$ cat src/rtl/multi_button_debounce_pkg.sv
// Shared defaults and constants for the multi-channel button debouncer.
package multi_button_debounce_pkg;

  localparam int DEF_CHANNELS    = 4;
  localparam int DEF_SYNC_STAGES = 2;
  localparam int DEF_CNT_WIDTH   = 16;
  localparam int DEF_HOLD_WIDTH  = 24;

  // Value the synchroniser chain holds out of reset: "button not pressed".
  localparam logic SYNC_RESET_VAL = 1'b0;

  localparam int IDX_WIDTH = (DEF_CHANNELS > 1) ? $clog2(DEF_CHANNELS) : 1;

endpackage

$ cat src/rtl/debounce_channel.sv
// One button channel: synchroniser, debounce filter, long-press counter,
// one-cycle event pulses and a sticky event flag.
module debounce_channel
  import multi_button_debounce_pkg::*;
#(
  parameter int SYNC_STAGES = DEF_SYNC_STAGES,
  parameter int CNT_WIDTH   = DEF_CNT_WIDTH,
  parameter int HOLD_WIDTH  = DEF_HOLD_WIDTH
) (
  input  logic                  clk,
  input  logic                  rst,
  input  logic                  btn,
  input  logic [CNT_WIDTH-1:0]  debounce_limit,
  input  logic [HOLD_WIDTH-1:0] hold_limit,
  input  logic                  flag_clr,
  output logic                  state,
  output logic                  press_pulse,
  output logic                  release_pulse,
  output logic                  long_press_pulse,
  output logic                  event_flag
);

  logic [SYNC_STAGES-1:0] sync;
  logic [CNT_WIDTH-1:0]   cnt;
  logic [HOLD_WIDTH-1:0]  hold_cnt;
  logic [HOLD_WIDTH-1:0]  hold_inc;
  logic                   sample;
  logic                   toggle;
  logic                   hold_sat;
  logic                   press_nxt;
  logic                   long_nxt;

  assign sample    = sync[SYNC_STAGES-1];
  // >= rather than == so a threshold lowered mid-count still terminates.
  assign toggle    = (sample != state) && (cnt >= debounce_limit);
  assign press_nxt = toggle && !state;
  assign hold_sat  = &hold_cnt;
  assign hold_inc  = hold_cnt + 1'b1;
  // Fires only on the step onto H, so a held button yields one pulse.
  assign long_nxt  = state && !hold_sat && (hold_limit != '0) && (hold_inc == hold_limit);

  // NOTE: all state below uses non-blocking assignments so every flop samples
  // the pre-edge values of its neighbours, as real registers do.
  always_ff @(posedge clk) begin
    if (!rst) begin
      sync             <= {SYNC_STAGES{SYNC_RESET_VAL}};
      cnt              <= '0;
      hold_cnt         <= '0;
      state            <= 1'b0;
      press_pulse      <= 1'b0;
      release_pulse    <= 1'b0;
      long_press_pulse <= 1'b0;
      event_flag       <= 1'b0;
    end else begin
      sync <= {sync[SYNC_STAGES-2:0], btn};

      if (sample == state || toggle) cnt <= '0;
      else                           cnt <= cnt + 1'b1;

      if (toggle) state <= !state;
      press_pulse   <= press_nxt;
      release_pulse <= toggle && state;

      if (!state)        hold_cnt <= '0;
      else if (!hold_sat) hold_cnt <= hold_inc;
      long_press_pulse <= long_nxt;

      // A set on the same edge as a clear wins.
      if (press_nxt || long_nxt) event_flag <= 1'b1;
      else if (flag_clr)         event_flag <= 1'b0;
    end
  end

endmodule

$ cat src/rtl/multi_button_debounce.sv
// N independent debounced button channels with a registered combined interrupt.
module multi_button_debounce
  import multi_button_debounce_pkg::*;
#(
  parameter int CHANNELS    = DEF_CHANNELS,
  parameter int SYNC_STAGES = DEF_SYNC_STAGES,
  parameter int CNT_WIDTH   = DEF_CNT_WIDTH,
  parameter int HOLD_WIDTH  = DEF_HOLD_WIDTH
) (
  input  logic                  clk,
  input  logic                  rst,
  input  logic [CHANNELS-1:0]   btn_in,
  input  logic [CNT_WIDTH-1:0]  debounce_limit,
  input  logic [HOLD_WIDTH-1:0] hold_limit,
  input  logic [CHANNELS-1:0]   flag_clr,
  output logic [CHANNELS-1:0]   btn_state,
  output logic [CHANNELS-1:0]   press_pulse,
  output logic [CHANNELS-1:0]   release_pulse,
  output logic [CHANNELS-1:0]   long_press_pulse,
  output logic [CHANNELS-1:0]   event_flags,
  output logic                  irq
);

  for (genvar i = 0; i < CHANNELS; i++) begin : g_ch
    debounce_channel #(
      .SYNC_STAGES (SYNC_STAGES),
      .CNT_WIDTH   (CNT_WIDTH),
      .HOLD_WIDTH  (HOLD_WIDTH)
    ) u_ch (
      .clk              (clk),
      .rst              (rst),
      .btn              (btn_in[i]),
      .debounce_limit   (debounce_limit),
      .hold_limit       (hold_limit),
      .flag_clr         (flag_clr[i]),
      .state            (btn_state[i]),
      .press_pulse      (press_pulse[i]),
      .release_pulse    (release_pulse[i]),
      .long_press_pulse (long_press_pulse[i]),
      .event_flag       (event_flags[i])
    );
  end

  always_ff @(posedge clk) begin
    if (!rst) irq <= 1'b0;
    else      irq <= |event_flags;
  end

endmodule

$ cat config.mk
export PLATFORM = sky130hd
export DESIGN_NAME = multi_button_debounce
export DESIGN_NICKNAME = d
export VERILOG_FILES = /design/src/rtl/multi_button_debounce_pkg.sv /design/src/rtl/debounce_channel.sv /design/src/rtl/multi_button_debounce.sv
export SDC_FILE = /design/constraint.sdc
export NUM_CORES = 1
export LEC_CHECK = 0
export BUFFER_PORTS_ARGS = -buffer_cell sky130_fd_sc_hd__buf_2
export CORE_ASPECT_RATIO = 1.4
export CORE_MARGIN = 2
export CORE_UTILIZATION = 65
export DETAILED_ROUTE_END_ITERATION = 12
export PLACE_DENSITY = 0.8
export SETUP_SLACK_MARGIN = 0.2
export SYNTH_ARGS = -nofsm -noshare
export SYNTH_HDL_FRONTEND = slang
export SYNTH_SLANG_ARGS = --single-unit
$ cat constraint.sdc
create_clock -name clk -period 9.8 [get_ports clk]
set_input_delay 1.96 -clock clk [delete_from_list [all_inputs] [get_ports clk]]
set_output_delay 1.96 -clock clk [all_outputs]
set_load 0.05 [all_outputs]
==> results of run 1 <==
==> worst register-to-register path, cell delays in order, from the launching register on <==
cell     delay (ns)
dfxtp_1        0.44
ha_1           0.33
nand3_1        0.35
nor4_1         0.83
nand2_1        0.15
xor2_1         0.27
xnor2_1        0.08
or4_1          0.56
nor4b_2        0.50
a311o_1        0.17
==> final cells by class <==
cell class                 instances  area (um^2)  share of cell area
clock buffer                      18          439              0.0346
timing repair buffer              72          365              0.0288
clock inverter                    13          120             0.00947
inverter                          52          195              0.0154
multi-input combinational       1097         7480               0.590
tap                              240          300              0.0237
sequential                       189         3780               0.298
==> layout by cell type (no fill, tap or decap), types with 4 or more instances in the layout <==
master / Yosys / layout
a2111oi_0: 8 / 8
a211o_1: 5 / 5
a211oi_1: 5 / 5
a21o_1: 14 / 14
a21oi_1: 110 / 110
a22oi_1: 4 / 4
a311oi_1: 8 / 8
a31oi_1: 9 / 9
and2_1: 14 / 14
and3_1: 28 / 28
and4_1: 17 / 17
buf_2: 19 / 70
clkbuf_16: 0 / 17
clkinv_4: 0 / 4
dfxtp_1: 189 / 189
ha_1: 73 / 73
inv_1: 52 / 52
inv_6: 0 / 5
mux2i_1: 10 / 10
nand2_1: 72 / 72
nand2b_1: 11 / 11
nand3_1: 82 / 82
nand3b_1: 4 / 4
nand4_1: 54 / 54
nor2_1: 138 / 138
nor2b_1: 11 / 11
nor3_1: 33 / 33
nor3b_1: 10 / 10
nor4_1: 24 / 24
o2111ai_1: 6 / 6
o211ai_1: 6 / 6
o21ai_0: 32 / 32
o221ai_1: 5 / 5
o22ai_1: 6 / 6
or3_1: 5 / 5
or4_1: 5 / 5
xnor2_1: 132 / 132
xor2_1: 101 / 101
==> state kept, by name, summed over array words and instances (netlist names) <==
register                    cells
g_ch.u_ch.hold_cnt             96
g_ch.u_ch.cnt                  64
g_ch.u_ch.sync                  8
g_ch.u_ch.event_flag            4
g_ch.u_ch.long_press_pulse      4
g_ch.u_ch.press_pulse           4
g_ch.u_ch.release_pulse         4
g_ch.u_ch.state                 4
irq                             1
==> cells by family (layout without fill, tap and decap cells) <==
group                      count (synthesis)  in the layout
and+or+nand+nor                          525            525
buffers and inverters                    154            155
DFF                                      189            189
muxes                                     13             13
AOI/OAI and AO/OA                        252            252
xor gates and xnor gates                 234            234
adders and majority gates                 73             73
==> metrics by stage <==
step | utilization | setup WS [ns] | hold slack, ns | total power [mW]
after floorplan | - | 5.39 | 0.412 | 0.852
after detailed placement | 0.674 | 4.81 | 0.419 | 0.885
after global placement | 0.674 | 5.02 | 0.417 | 0.883
final | 0.705 | 5.23 | 0.435 | 1.53
after CTS | 0.705 | 5.23 | 0.438 | 1.54
after global routing | 0.705 | 4.93 | 0.449 | 1.58
==> per-layer routing <==
metal / vias up / wire, um / global-route usage
li1: 5080 / - / -
met1: 4913 / 12100 / 0.354
met2: 405 / 15400 / 0.573
met3: 113 / 1720 / 0.0487
met4: 0 / 1570 / 0.168
met5: - / 0 / 0
==> power groups by stage <==
| stage | registers [mW] | logic [mW] | clock network, mW |
|---|---|---|---|
| floorplan | 0.788 | 0.0634 | 0 |
| detailed placement | 0.789 | 0.0957 | 0 |
| global route | 0.771 | 0.106 | 0.703 |
| CTS | 0.771 | 0.0964 | 0.673 |
| finish | 0.771 | 0.0988 | 0.662 |
| global placement | 0.789 | 0.0940 | 0 |
==> worst max-delay path by stage <==
stage	depth (start not counted)	from	endpoint	slack, ns
finish	11	debounce_limit[9]	g_ch[1].u_ch.cnt[13]	5.23
global route	11	debounce_limit[9]	g_ch[1].u_ch.cnt[13]	4.93
CTS	11	debounce_limit[9]	g_ch[1].u_ch.cnt[13]	5.23
detailed placement	11	debounce_limit[9]	g_ch[1].u_ch.cnt[13]	4.81
global placement	11	debounce_limit[9]	g_ch[1].u_ch.cnt[15]	5.02
floorplan	12	debounce_limit[9]	g_ch[2].u_ch.cnt[10]	5.39
==> flow_summary.toml, run 1 <==
[clock_tree]
ctsLongestPathBuffers = 2
path_clk_slew_ns = 0.07
post_cts_buffers = 0
cts-root-buf = "clkbuf_16"
hold_buffers = 0
cts-buffers-inserted = 17
cts_resized = 0
clk_latency_ns = 0.44
cts_tree = "built"
cts_sinks = 189
ctsHtreeMaxLevel = 4

[floorplanning]
rows = 58
fp.dieW_um = 119
start_util = 0.664
die_area_um2 = 19500
core_area_um2 = 18000
io_pins = 71
die_h_um = 164

[setup_path]
crit_path_cell_trace = "buf_2 > inv_1 > ha_1 > a21o_1 > a21o_1 > a211oi_1 > o21bai_1 > a21o_1 > a221oi_1 > nand3_1 > nor2_1"
crit_arrival_ns = 4.93
r2r-start = "g_ch[2].u_ch.hold_cnt[0]"
critPathTopFamily = "compound AO/OA/AOI/OAI gates"
path_max_fanout = 16
critPathBufInv = 2
ff2ff_setup_slack_ns = 6.07
endpoint_kind = "flop"
r2r_end = "g_ch[2].u_ch.event_flag"
cp_slowest_stage_delay_ns = 0.62
crit_path_frequent_cell = "a21o_1"
crit_slowest_cell = "nand3_1"
reg2regPathDepth = 9
critPathLaunchType = "input pin"
critical_path_class = "input pin to flop"
worst_ep_required_time_ns = 10.15

[global_route]
grt_pass1_vias = 9923
grt_max_degree = 30
grtUsageTotal = 0.315
grt-ovfl-total = 0
antenna_found_initial = 0
grt_pass1_wl_um = 49100

[sta]
worst_pin_slew_ns = 1.01
setup_viol = 0
max_slew_margin = 0.326
fmax_mhz = 219
finalHoldViolCount = 0
rsz0062_at_grt = "no"
finClkSkew_ns = 0.00854
finalCritPeriodShare = 0.467
maxSlewViolCount = 0
finalCriticalPeriod_ns = 4.57
tns_ns = 0

[detailed_routing]
firstDrtPassIters = 6
post_drt_wl_per_cell_um = 18.3
antenna_left = 0
drc = 0
vias = 10500
routed_wl_um = 30800
drt_first_iter_violations = 940
viasPerCell = 6.25

[synth]
synth_seq_cells = 189
synth_compound_area_frac = 0.134
yosysTopAreaCellShare = 0.317
synth_nets = 1563
synth-xor-area-share = 0.173
synth-simple-area-share = 0.232
ys_seq_area_frac = 0.317
yosysMostFrequentCell = "dfxtp_1"
avgSynthCellArea_um2 = 8.29
synth_common_cells = "dfxtp_1 (189), nor2_1 (138), xnor2_1 (132)"
synth_cell_types = 70
synthTopCellsByArea = "dfxtp_1 (32%), xnor2_1 (9.7%), ha_1 (7.6%)"
synthAdderAreaFrac = 0.0765
synth_mux_area_frac = 0.0112
syn_inst = 1440
yosys_most_used_dff = "dfxtp_1"
synth_enable_flop_cells = 0
synth_area_um2 = 11900
ys_async_sr_fraction = 0
synth_top_family_by_area = "simple AND/OR/NAND/NOR gates"
yosysWarnings = 0
yosysTopAreaCell = "dfxtp_1"

[final_layout]
final_cells = 1681
post_route_cells_drive_above_1_share = 0.0854
area_growth_pct = 6.22
n_antenna_cell = 0
final_area_um2 = 12700
fill_cells = 1501
final_net_count = 1552

[power_and_ir_drop]
peakVddDrop_uv = 89.9
internal-power_mw = 1.15
power.density_nw_per_um2 = 121
power_frac_clock = 0.432
comb_power_share = 0.065
switchingPower_uw = 385
pwr-share-seq = 0.503
power.static_leakage_nw = 4.67
netSwitchingFraction = 0.251

[place]
place_congestion = 0.965
dp.cells = 1650
portBuffers = 70
dp_hpwl_um = 22700
placed_area_um2 = 12100

[worst_hold_path]
worstHoldStart = "g_ch[2].u_ch.sync[0]"
min_to = "g_ch[2].u_ch.sync[1]"
hp-class = "flop to flop"
holdPathStages = 1

[run_status]
outcome = "complete, no violations"

[job]
cap_viol_max_count = 0
(Power assumes the default switching activity.)
==> run 2, diff against run 1 <==
Settings changed: ABC_AREA set to 1, CORE_UTILIZATION 65 to 56, PLACE_DENSITY 0.8 to 0.73.
Clock period 9.8 ns to 3.8 ns, I/O delays scaled along.
==> run 2 against run 1 <==
Compared with the run above: global-route usage rose by 0.19 points; sequential power rose to 2.6 times the previous value; clock skew grew 0.00070 ns; critical path type is now flop to flop; utilization is 8.2 points lower.
==> flow_summary.toml, run 2 <==
[run_status]
outcome = "complete, no violations"

[synth]
synth_compound_area_frac = 0.0765
synthTopCellsByArea = "dfxtp_1 (30%), nand2_1 (17%), inv_1 (8.4%)"
synth_top_family_by_area = "simple AND/OR/NAND/NOR gates"
avgSynthCellArea_um2 = 6.47
syn_inst = 1923
yosysWarnings = 0
yosysTopAreaCell = "dfxtp_1"
ys_async_sr_fraction = 0
synth-xor-area-share = 0.0802
synth_area_um2 = 12500
yosysMostFrequentCell = "nand2_1"
synth_seq_cells = 189
ys_seq_area_frac = 0.304
synth_common_cells = "nand2_1 (548), inv_1 (277), nor2_1 (229)"
synth_nets = 2046
yosysTopAreaCellShare = 0.304
synthAdderAreaFrac = 0.0734
synth_enable_flop_cells = 0
yosys_most_used_dff = "dfxtp_1"
synth-simple-area-share = 0.364
synth_cell_types = 42
synth_mux_area_frac = 0

[final_layout]
top_regs = "g_ch.u_ch.hold_cnt x96, g_ch.u_ch.cnt x64, g_ch.u_ch.sync x8"
largest_reg_flops = 96
final_common_cell = "nand2_1"
final_net_count = 2106
final_area_um2 = 13600
regMostFlops = "g_ch.u_ch.hold_cnt"
final_cell_mix = "nand2_1 (548), inv_1 (277), nor2_1 (229)"
post_route_cells_drive_above_1_share = 0.0772
area_growth_pct = 9.38
n_antenna_cell = 0

[place]
portBuffers = 70
place_congestion = 0.957
placed_area_um2 = 13000
dp_hpwl_um = 28100

[setup_path]
path_max_fanout = 6
reg2regPathDepth = 15
endpoint_kind = "flop"
critPathTopFamily = "simple AND/OR/NAND/NOR gates"
crit_slowest_cell = "dfxtp_1"
crit_path_frequent_cell = "nand2_1"
r2r_end = "g_ch[2].u_ch.event_flag"
critPathBufInv = 0
cp_slowest_stage_delay_ns = 0.42
crit_cells = 15
ff2ff_setup_slack_ns = 1.36
crit_path_cell_trace = "ha_1 > nand2_2 > nor2_4 > nand2_2 > nor2_2 > nand2_1 > nand2_1 > nand2_1 > nand2_1 > nand2_1 > nor2_1 > nand2_1 > nor2_1 > nand3_1 > nand3_1"
crit_arrival_ns = 2.82
critPathLaunchType = "flop"
r2r-start = "g_ch[2].u_ch.hold_cnt[0]"
critical_path_class = "flop to flop"
worst_ep_required_time_ns = 4.19

[clock_tree]
post_cts_buffers = 0
hold_buffers = 0
clk_latency_ns = 0.45
cts-root-buf = "clkbuf_16"
path_clk_slew_ns = 0.08
cts_tree = "built"
cts_sinks = 189
ctsHtreeMaxLevel = 4
cts-buffers-inserted = 17
cts_resized = 0
ctsLongestPathBuffers = 2

[detailed_routing]
antenna_left = 0
firstDrtPassIters = 5
viasPerCell = 5.35
wl_met1_um = 14100
top_layer = "met4"
route.met2.wl_um = 17500
dr_wl_met3_um = 2000
drt_first_iter_violations = 737
post_drt_wl_per_cell_um = 15.9
vias = 12300
drc = 0
routed_wl_um = 36400

[floorplanning]
start_util = 0.570
fp.dieW_um = 130
rows = 64
io_pins = 71
core_area_um2 = 21900
die_area_um2 = 23500
die_h_um = 180

[global_route]
grt_pass1_vias = 11600
grt_max_degree = 22
grt-ovfl-total = 0
antenna_found_initial = 0
grtUsageTotal = 0.317
grt_pass1_wl_um = 57700

[sta]
rsz0062_at_grt = "no"
finalHoldViolCount = 0
fmax_mhz = 410
max_slew_margin = 0.450
finalCritPeriodShare = 0.641
finalCriticalPeriod_ns = 2.44
maxSlewViolCount = 0
tns_ns = 0
worst_pin_slew_ns = 0.824
setup_viol = 0
finClkSkew_ns = 0.00924

[power_and_ir_drop]
power.static_leakage_nw = 6.32
peakVddDrop_uv = 352
power.density_nw_per_um2 = 300

[worst_hold_path]
hp-class = "flop to flop"
holdPathStages = 2
worstHoldStart = "g_ch[1].u_ch.sync[0]"
min_to = "g_ch[1].u_ch.sync[1]"

[job]
cap_viol_max_count = 0
[run 2: cell types whose count changed in the layout (fill, tap and decap cells not counted), moves of 12 or more]
cell	change
nand2_1	+476
inv_1	+225
xnor2_1	-103
nand3_1	+100
nor2_1	+91
xor2_1	-34
nand4_1	-32
and3_1	-27
nor2_2	+23
nor4_1	-20
and4_1	-17
nor3_1	-14
a21o_1	-12
[run 2: worst min-delay path, cell delays in order (launching register included)]
cell and delay, ns:
dfxtp_1 0.31, nand2_1 0.05, inv_1 0.04
[run 2: cells by family (layout without fill, tap and decap cells)]
group	count (synthesis)	in the layout
adders and majority gates	73	73
xor gates and xnor gates	103	103
buffers and inverters	316	389
and+or+nand+nor	1065	1065
DFF	189	189
AOI/OAI and AO/OA	177	177
[run 2: report_power, final]
group | switching [mW] | leakage (nW) | internal, mW
Sequential | 0.00277 | 1.52 | 1.98
Clock | 0.910 | 0.291 | 0.942
Combinational | 0.169 | 4.50 | 0.0792
[run 2: area by class of cell]
class	instances	area, um^2
inverter	277	1040
fill	2129	8240
tap	297	372
clock buffer	17	425
clock inverter	15	170
sequential	189	3780
multi-input combinational	1418	7400
timing repair buffer	80	425
[run 2: layer usage]
layer,up-vias,track usage
met5,-,0
met4,0,0.220
met3,131,0.0463
met2,399,0.545
met1,5532,0.353
li1,6214,-
[run 2: worst max path at each step]
stage	to	start
after floorplan	g_ch[2].u_ch.cnt[10]	debounce_limit[15]
after global placement	g_ch[3].u_ch.cnt[12]	debounce_limit[1]
after detailed placement	g_ch[3].u_ch.cnt[12]	debounce_limit[1]
after CTS	g_ch[3].u_ch.cnt[12]	debounce_limit[1]
after global routing	g_ch[0].u_ch.hold_cnt[0]	g_ch[0].u_ch.hold_cnt[0]
final	g_ch[2].u_ch.event_flag	g_ch[2].u_ch.hold_cnt[0]
[run 2: stage by stage]
stage	std cells	total power [mW]	utilization	hold WS (ns)	worst slack, ns
2_1_floorplan	1923	2.16	-	0.390	1.37
3_3_place_gp	2261	2.27	0.596	0.394	0.980
3_5_place_dp	2261	2.27	0.596	0.401	0.920
4_1_cts	2293	4.11	0.623	0.419	1.40
5_1_grt	2293	4.20	0.623	0.437	1.15
6_report	2293	4.09	0.623	0.418	1.36
==> run 3, diff against run 2 <==
Clock period 3.8 ns to 2.1 ns, I/O delays scaled along.
==> run 3 against run 2 <==
Compared with the run above: final cell count is 6.3% higher; combinational power grew 140%; critical path depth fell by 2; largest cell class unchanged; sequential share of layout area shrank 3.8 points; via count up 8.5%; critical path type unchanged; highest routed layer unchanged; clock power rose by 76%; power increased by 82%.
==> flow_summary.toml, run 3 (synthesis results as in run 2) <==
[global_route]
grtUsageTotal = 0.345
antenna_found_initial = 0
grt_max_degree = 22
grt-ovfl-total = 0
grt_pass1_wl_um = 62600
grt_pass1_vias = 12700

[final_layout]
regMostFlops = "g_ch.u_ch.hold_cnt"
fill_cells = 1784
n_antenna_cell = 0
top_regs = "g_ch.u_ch.hold_cnt x96, g_ch.u_ch.cnt x64, g_ch.u_ch.sync x8"
area_growth_pct = 28.7
post_route_cells_drive_above_1_share = 0.266
final_cells = 2438
final_net_count = 2251
largest_reg_flops = 96
final_area_um2 = 16000
final_common_cell = "nand2_1"
final_cell_mix = "nand2_1 (499), inv_1 (255), dfxtp_1 (153)"

[setup_path]
ff2ff_setup_slack_ns = 0.08
crit_arrival_ns = 2.40
r2r_end = "g_ch[1].u_ch.cnt[10]"
endpoint_kind = "flop"
crit_path_cell_trace = "buf_4 > ha_1 > a21oi_2 > o21ai_1 > nand3_1 > nand2_1 > nand2_1 > nand2_2 > nand2_2 > nand4_1 > buf_6 > buf_12 > nor3_4"
r2r-start = "g_ch[1].u_ch.cnt[1]"
crit_slowest_cell = "dfxtp_2"
path_max_fanout = 8
reg2regPathDepth = 13
critPathBufInv = 3
cp_slowest_stage_delay_ns = 0.32
worst_ep_required_time_ns = 2.48
critPathLaunchType = "flop"
critPathTopFamily = "simple AND/OR/NAND/NOR gates"
critical_path_class = "flop to flop"

[place]
dp_hpwl_um = 30600
dp.cells = 2362
place_congestion = 1.03
portBuffers = 70
dp_slack_ns = -0.144
placed_area_um2 = 13800

[floorplanning]
fp.dieW_um = 130
rows = 64
die_area_um2 = 23500
die_h_um = 180
start_util = 0.570
io_pins = 71
core_area_um2 = 21900

[worst_hold_path]
worstHoldStart = "btn_in[3]"
min_to = "g_ch[3].u_ch.sync[0]"
holdPathStages = 3
hp-class = "input pin to flop"

[power_and_ir_drop]
internal-power_mw = 5.44
peakVddDrop_uv = 680
pwr-share-seq = 0.482
switchingPower_mw = 2.00
power.static_leakage_nw = 7.32
power.density_nw_per_um2 = 464
comb_power_share = 0.080
power_frac_clock = 0.438
netSwitchingFraction = 0.269

[clock_tree]
cts_tree = "built"
clk_latency_ns = 0.45
cts-root-buf = "clkbuf_16"
ctsLongestPathBuffers = 2
cts_sinks = 189
ctsHtreeMaxLevel = 4
cts-buffers-inserted = 17
path_clk_slew_ns = 0.08
hold_buffers = 0

[detailed_routing]
vias = 13300
antenna_left = 0
viasPerCell = 5.46
post_drt_wl_per_cell_um = 17.4
routed_wl_um = 42400
firstDrtPassIters = 6
drc = 0
drt_first_iter_violations = 730

[job]
cap_viol_max_count = 0

[sta]
tns_ns = 0
finalCritPeriodShare = 0.960
finClkSkew_ns = 0.0111
rsz0062_at_grt = "yes"
max_slew_margin = 0.700
fmax_mhz = 496
maxSlewViolCount = 0
finalHoldViolCount = 0
setup_viol = 0
worst_pin_slew_ns = 0.450
finalCriticalPeriod_ns = 2.02
fin_ws_ns = 0.0850
hold_slack_ns = 0.156

[run_status]
outcome = "complete, no violations"
## run 3: worst max path at each step
stage,endpoint,slack (ns),startpoint,cells after the start
2_1_floorplan,g_ch[0].u_ch.cnt[7],0.21,debounce_limit[1],10
3_3_place_gp,g_ch[3].u_ch.cnt[3],-0.09,debounce_limit[1],12
3_5_place_dp,g_ch[3].u_ch.cnt[3],-0.14,debounce_limit[1],12
4_1_cts,g_ch[1].u_ch.cnt[2],0.16,g_ch[1].u_ch.cnt[0],15
5_1_grt,g_ch[2].u_ch.cnt[14],-0.02,g_ch[2].u_ch.cnt[1],11
6_report,g_ch[1].u_ch.cnt[10],0.08,g_ch[1].u_ch.cnt[1],13
## run 3: final cells by class
cell class              count  area (um^2)  share of cell area
clock buffers              19          453              0.0283
clock inverters            13          118             0.00734
inverters                 277         1040              0.0652
multi-input cells        1418         8530               0.533
flip-flops and latches    189         3850               0.240
well taps                 297          372              0.0232
repair buffers            225         1650               0.103
## run 3: what timing repair did
action                                 in CTS  in global routing
resized for setup                         114                250
endpoints found under the hold margin       0                  0
gates cloned                                0                  3
buffers inserted                           20                 21
pin swaps                                  46                 88
setup endpoints to repair                  60                 93
## run 3: power groups by stage
stage | registers (mW) | logic (mW) | clock network (mW)
2_1_floorplan | 3.68 | 0.236 | 0
3_3_place_gp | 3.68 | 0.516 | 0
3_5_place_dp | 3.68 | 0.522 | 0
4_1_cts | 3.59 | 0.532 | 3.26
5_1_grt | 3.59 | 0.630 | 3.40
6_report | 3.59 | 0.593 | 3.26
## run 3: layer usage
layer	wire length (um)	share of wire	GRT usage
met1	15400	0.36	0.369
met2	20700	0.49	0.596
met3	2250	0.053	0.0475
met4	4120	0.097	0.277
met5	0	0	0
## run 3: worst min-delay path, delay by kind of cell
family | cells | cell delay (ns)
buffers and inverters | 2 | 0.11
AND/OR/NAND/NOR | 1 | 0.04
## run 3: metrics by stage
| step | total power [mW] | util |
|---|---|---|
| floorplan | 3.91 | - |
| global route | 7.62 | 0.733 |
| detailed placement | 4.20 | 0.634 |
| global placement | 4.20 | 0.634 |
| CTS | 7.38 | 0.684 |
| finish | 7.43 | 0.733 |
